## config.mk

```make
export PLATFORM = sky130hd
export DESIGN_NAME = conv_window_gen
export DESIGN_NICKNAME = d
export VERILOG_FILES = /design/src/rtl/conv_window_gen.sv
export SDC_FILE = /design/constraint.sdc
export NUM_CORES = 1
export LEC_CHECK = 0
export ABC_CLOCK_PERIOD_IN_PS = 3700
export CORE_UTILIZATION = 51
export DETAILED_ROUTE_END_ITERATION = 7
export PLACE_DENSITY = 0.76
export SETUP_SLACK_MARGIN = 0.15
export SYNTH_ARGS = -nofsm -noshare
export SYNTH_HDL_FRONTEND = slang
export SYNTH_SLANG_ARGS = --single-unit
```

## constraint.sdc

```tcl
create_clock -name clk -period 3.7 [get_ports clk]
set_clock_uncertainty 0.15 [all_clocks]
set_input_delay 0.37 -clock clk [delete_from_list [all_inputs] [get_ports clk]]
set_output_delay 0.37 -clock clk [all_outputs]
set_load 0.02 [all_outputs]
```

## src/rtl/conv_window_gen.sv

```systemverilog
// Streams raster-scan pixels through two line buffers and a 3x3 window register,
// emitting every fully populated window with its top-left image coordinate.
module conv_window_gen #(
    parameter int DATA_WIDTH  = 8,
    parameter int FILTER_SIZE = 3,
    parameter int IMG_WIDTH   = 8,
    parameter int IMG_HEIGHT  = 8
) (
    input  logic                                                 clk,
    input  logic                                                 rst,
    input  logic [DATA_WIDTH-1:0]                                pixel_in,
    input  logic                                                 pixel_valid,
    output logic                                                 pixel_ready,
    output logic [FILTER_SIZE-1:0][FILTER_SIZE-1:0][DATA_WIDTH-1:0] image_patch,
    output logic                                                 patch_valid,
    input  logic                                                 patch_ready,
    output logic [$clog2(IMG_HEIGHT)-1:0]                        patch_row,
    output logic [$clog2(IMG_WIDTH)-1:0]                         patch_col,
    output logic                                                 frame_done
);

    localparam int RW = $clog2(IMG_HEIGHT);
    localparam int CW = $clog2(IMG_WIDTH);
    localparam logic [CW-1:0] COL_LAST = CW'(IMG_WIDTH - 1);
    localparam logic [RW-1:0] ROW_LAST = RW'(IMG_HEIGHT - 1);

    // Handshake: a pixel transfers on a rising edge where pixel_valid && pixel_ready;
    // a window transfers where patch_valid && patch_ready. pixel_ready is combinational.

    logic [CW-1:0] col_q, col_d;
    logic [RW-1:0] row_q, row_d;
    logic [DATA_WIDTH-1:0] lb0_q [IMG_WIDTH];
    logic [DATA_WIDTH-1:0] lb1_q [IMG_WIDTH];
    logic [DATA_WIDTH-1:0] lb0_rd, lb1_rd;
    logic [FILTER_SIZE-1:0][FILTER_SIZE-1:0][DATA_WIDTH-1:0] win_q, win_d;
    logic [FILTER_SIZE-1:0][FILTER_SIZE-1:0][DATA_WIDTH-1:0] patch_q, patch_d;
    logic          patch_valid_q, patch_valid_d;
    logic [RW-1:0] patch_row_q, patch_row_d;
    logic [CW-1:0] patch_col_q, patch_col_d;
    logic          frame_done_q, frame_done_d;
    logic          accept, load;

    assign pixel_ready = !patch_valid_q || patch_ready;
    assign accept      = pixel_valid && pixel_ready;
    assign load        = accept && (row_q >= RW'(2)) && (col_q >= CW'(2));
    assign lb0_rd      = lb0_q[col_q];
    assign lb1_rd      = lb1_q[col_q];

    always_comb begin
        col_d         = col_q;
        row_d         = row_q;
        frame_done_d  = 1'b0;
        win_d         = win_q;
        patch_d       = patch_q;
        patch_valid_d = patch_valid_q;
        patch_row_d   = patch_row_q;
        patch_col_d   = patch_col_q;
        if (accept) begin
            for (int r = 0; r < FILTER_SIZE; r++) begin
                for (int c = 0; c < FILTER_SIZE - 1; c++) begin
                    win_d[r][c] = win_q[r][c+1];
                end
            end
            win_d[0][FILTER_SIZE-1] = lb1_rd;
            win_d[1][FILTER_SIZE-1] = lb0_rd;
            win_d[2][FILTER_SIZE-1] = pixel_in;
            if (col_q == COL_LAST) begin
                col_d = '0;
                if (row_q == ROW_LAST) begin
                    row_d        = '0;
                    frame_done_d = 1'b1;
                end else begin
                    row_d = row_q + 1'b1;
                end
            end else begin
                col_d = col_q + 1'b1;
            end
        end
        // A new load wins over a consume so the slot never empties between windows.
        if (load) begin
            patch_d       = win_d;
            patch_valid_d = 1'b1;
            patch_row_d   = row_q - RW'(2);
            patch_col_d   = col_q - CW'(2);
        end else if (patch_ready) begin
            patch_valid_d = 1'b0;
        end
    end

    always_ff @(posedge clk or posedge rst) begin
        if (rst) begin
            col_q         <= '0;
            row_q         <= '0;
            patch_q       <= '0;
            patch_valid_q <= 1'b0;
            patch_row_q   <= '0;
            patch_col_q   <= '0;
            frame_done_q  <= 1'b0;
        end else begin
            col_q         <= col_d;
            row_q         <= row_d;
            patch_q       <= patch_d;
            patch_valid_q <= patch_valid_d;
            patch_row_q   <= patch_row_d;
            patch_col_q   <= patch_col_d;
            frame_done_q  <= frame_done_d;
        end
    end

    // Line buffers and the window need no reset: a window is only emitted once
    // every element has been rewritten with pixels of the current frame.
    always_ff @(posedge clk) begin
        win_q <= win_d;
        if (accept) begin
            lb1_q[col_q] <= lb0_rd;
            lb0_q[col_q] <= pixel_in;
        end
    end

    assign image_patch = patch_q;
    assign patch_valid = patch_valid_q;
    assign patch_row   = patch_row_q;
    assign patch_col   = patch_col_q;
    assign frame_done  = frame_done_q;

endmodule

```

==> out/metrics.yaml <==
sta:
  finalSetupTns_ns: 0
  fin_ws_ns: 0.9637
  worstMarginPinSlew_ns: 0.7978
  fin_crit_sh_pct: 73.95
  rsz0062_at_grt: "false"
  whs_ns: 0.1132
  finalHoldViolations: 0
  max_freq_mhz: 365.5
  setup_viol: 0
  report.final.slew_viol_count: 0
  maxSlewHeadroom_pct: 46.82
  period_minus_slack_ns: 2.736
critical_path:
  cp.arrival_ns: 3.00
  critPathLaunchType: "flop"
  cp_slowest_stage_delay_ns: 0.64
  endpoint_kind: "flop"
  critical_path.max_fanout: 34
  worstSetupPathType: "reg2reg"
  cp_data_required_time_ns: 3.96
  crit_path_top_delay_cell: "dfrtp_1"
  worstPathCellList: "clkinv_1, ha_1, a21boi_1, or3_4, buf_4, mux2_1"
drt:
  post_drt_wl_per_cell_um: 18.98
  firstDrtPassIters: 5
  drc_errors: 0
  drtIter0Drc: 331
  vias: 5366
  postRouteAntennaNets: 0
  drt-total-wl_um: 19040
  vias_per_cell: 5.350
power_and_ir_drop:
  vdd_ir_drop_max_v: 0.0004748
  power_mw: 12.02
  p_int_mw: 8.279
  comb_power_share_pct: 34.0
  pwr-share-clk_pct: 23.9
  switchingPower_mw: 3.741
  leakagePower_nw: 5.006
  swShare_pct: 31.12
  seqPwrFrac_pct: 42.1
  cellPowerDensity_mw_per_mm2: 943.4
global_routing:
  grt_pass1_wl_um: 30640
  grt_pass1_vias: 5738
  antenna_found_initial: 0
  grt-ovfl-total: 0
  gr-usage-all-layers_pct: 18.40
  grt_max_degree: 66
hold_path:
  hold_class: "in2async"
placement:
  pre_cts_ws_ns: 0.9578
  gp_congestion: 0.7453
  hpwlAfterDp_um: 12160
  portBuffers: 92
  place_inst: 951
synth:
  yosysTopAreaCell: "edfxtp_1"
  yosysSeqAreaShare_pct: 70.43
  avgSynthCellArea_um2: 17.54
  synth-edff-count: 128
  ys_seq_elements: 286
  ys.flop_type: "edfxtp_1"
  synth_top_area_share_pct: 36.40
  syn_area_mm2: 0.01056
  yosysMostFrequentCell: "edfxtp_1"
  yosys_warnings: 0
  ys_types: 28
  synth_area_leaders: "edfxtp_1, dfrtp_1, dfxtp_1"
  syn_nets: 625
  ys_async_sr_fraction_pct: 30.07
  synthTopCellsByCount: "edfxtp_1, dfrtp_1, mux2_2, dfxtp_1, mux2_1"
  postSynthCellCount: 602
clock_network:
  cts_tree: "done"
  cts.path.max_buffers: 3
  cts-root-buf: "clkbuf_16"
  clock_latency_ns: 0.55
  clkSinkCount: 286
  cts_setup_buffers: 0
  path_clk_slew_ns: 0.06
  cts-buffers-inserted: 28
  htree_num_levels: 1
  cts-resized-gates: 0
  postCtsHoldBufs: 0
die:
  io_pins: 93
  die_h_um: 145.9
  rows: 52
  die_x_um: 145.9
  start_util_pct: 52.18
  coreArea_mm2: 0.02023
  die_area_mm2: 0.02128
layout:
  synthToLayoutAreaGrowth_pct: 20.67
  antenna_cells: 0
  drive_above_1_share_pct: 24.28
  layout.nets: 734
  final_cell_count_no_fill: 1003
outcome:
  status: "finished, final reports clean"
job:
  maxCapViolations: 0
## kinds of logic (layout without fill, tap and decap cells)
| logic type | count (synthesis) | in the layout | share of synthesized area (%) |
|---|---|---|---|
| adders and majority gates | 11 | 11 | 1.303 |
| muxes | 175 | 175 | 21.86 |
| AOI/OAI and AO/OA | 23 | 23 | 1.256 |
| buffers and inverters | 47 | 178 | 2.607 |
| DFF | 286 | 286 | 70.43 |
| and+or+nand+nor | 60 | 60 | 2.536 |
## power groups by stage
stage	logic [mW]	registers, mW	clock network, mW
2_1_floorplan	2.17	5.51	0
3_3_place_gp	4.02	5.07	0
3_5_place_dp	4.12	5.14	0
4_1_cts	4.15	5.08	2.92
5_1_grt	4.40	5.18	3.04
6_report	4.08	5.07	2.87
## placed cells by master, fill, tap and decap left out, drive strengths merged
cell type      count
and3               9
ha                11
a21boi             2
mux2i             18
a31oi              8
clkdlybuf4s50     92
nand2             37
clkinv             9
nor2               8
nor3               1
mux2             125
or3                2
clkinvlp           1
inv               16
nand2b             1
edfxtp           128
dfxtp             72
dfrtp             86
o21ai             12
and2               1
nand3              1
clkbuf            43
buf               17
mux4              32
a21o               1
## routing by layer
layer | part of all wire (%) | wire length (µm) | vias to the layer above | global-route usage, %
met5 | 0 | 0 | - | 0
li1 | - | - | 2444 | -
met3 | 4.4 | 834 | 27 | 2.947
met1 | 44 | 8320 | 2769 | 24.10
met2 | 50 | 9590 | 126 | 32.01
met4 | 1.5 | 291 | 0 | 4.842
## sequential cells by signal, indices dropped and copies added, names as in the netlist, 3 cells and up
register     count
patch_row        3
patch_col        3
col_q            3
win_q           72
lb0_q           64
row_q            3
image_patch     72
lb1_q           64
## final cells by class
type                            count  area [µm²]
Tap cell                          270       337.8
Timing Repair Buffer              109        1074
Clock buffer                       43       922.1
Sequential cell                   286        7438
Inverter                           17       65.06
Multi-Input combinational cell    269        2854
Fill cell                        1383        7493
Clock inverter                      9       50.05
## critical path, delay by kind of cell (launching register included)
kind	cells	cell delay [ns]
multiplexers	1	0.32
AND/OR/NAND/NOR	1	0.61
adder cells (fa/ha/maj)	1	0.25
AO/OA/AOI/OAI	1	0.14
buffers and inverters	2	0.49
flip-flops	1	0.64
## stage by stage
stage          utilization [%]  instance area, µm²
2_1_floorplan                -               10560
3_3_place_gp             58.16               11770
3_5_place_dp             58.16               11770
4_1_cts                  62.97               12740
5_1_grt                  62.97               12740
6_report                 62.97               12740
## path summary, 6_finish.rpt
| path | startpoint | to | slack [ns] | cells after the start |
|---|---|---|---|---|
| min in group clk | win_q[22] | win_q[22] | 0.31 | 2 |
| worst max register to register | col_q[1] | image_patch[10] | 0.96 | 6 |
| max in group asynchronous | rst | image_patch[57] | 2.56 | 3 |
| worst max-delay path | col_q[1] | image_patch[10] | 0.96 | 6 |
| worst min register to register | win_q[22] | win_q[22] | 0.31 | 2 |
| worst min-delay path | rst | image_patch[0] | 0.11 | 2 |
Note: power is estimated with default switching activity, not from simulation.
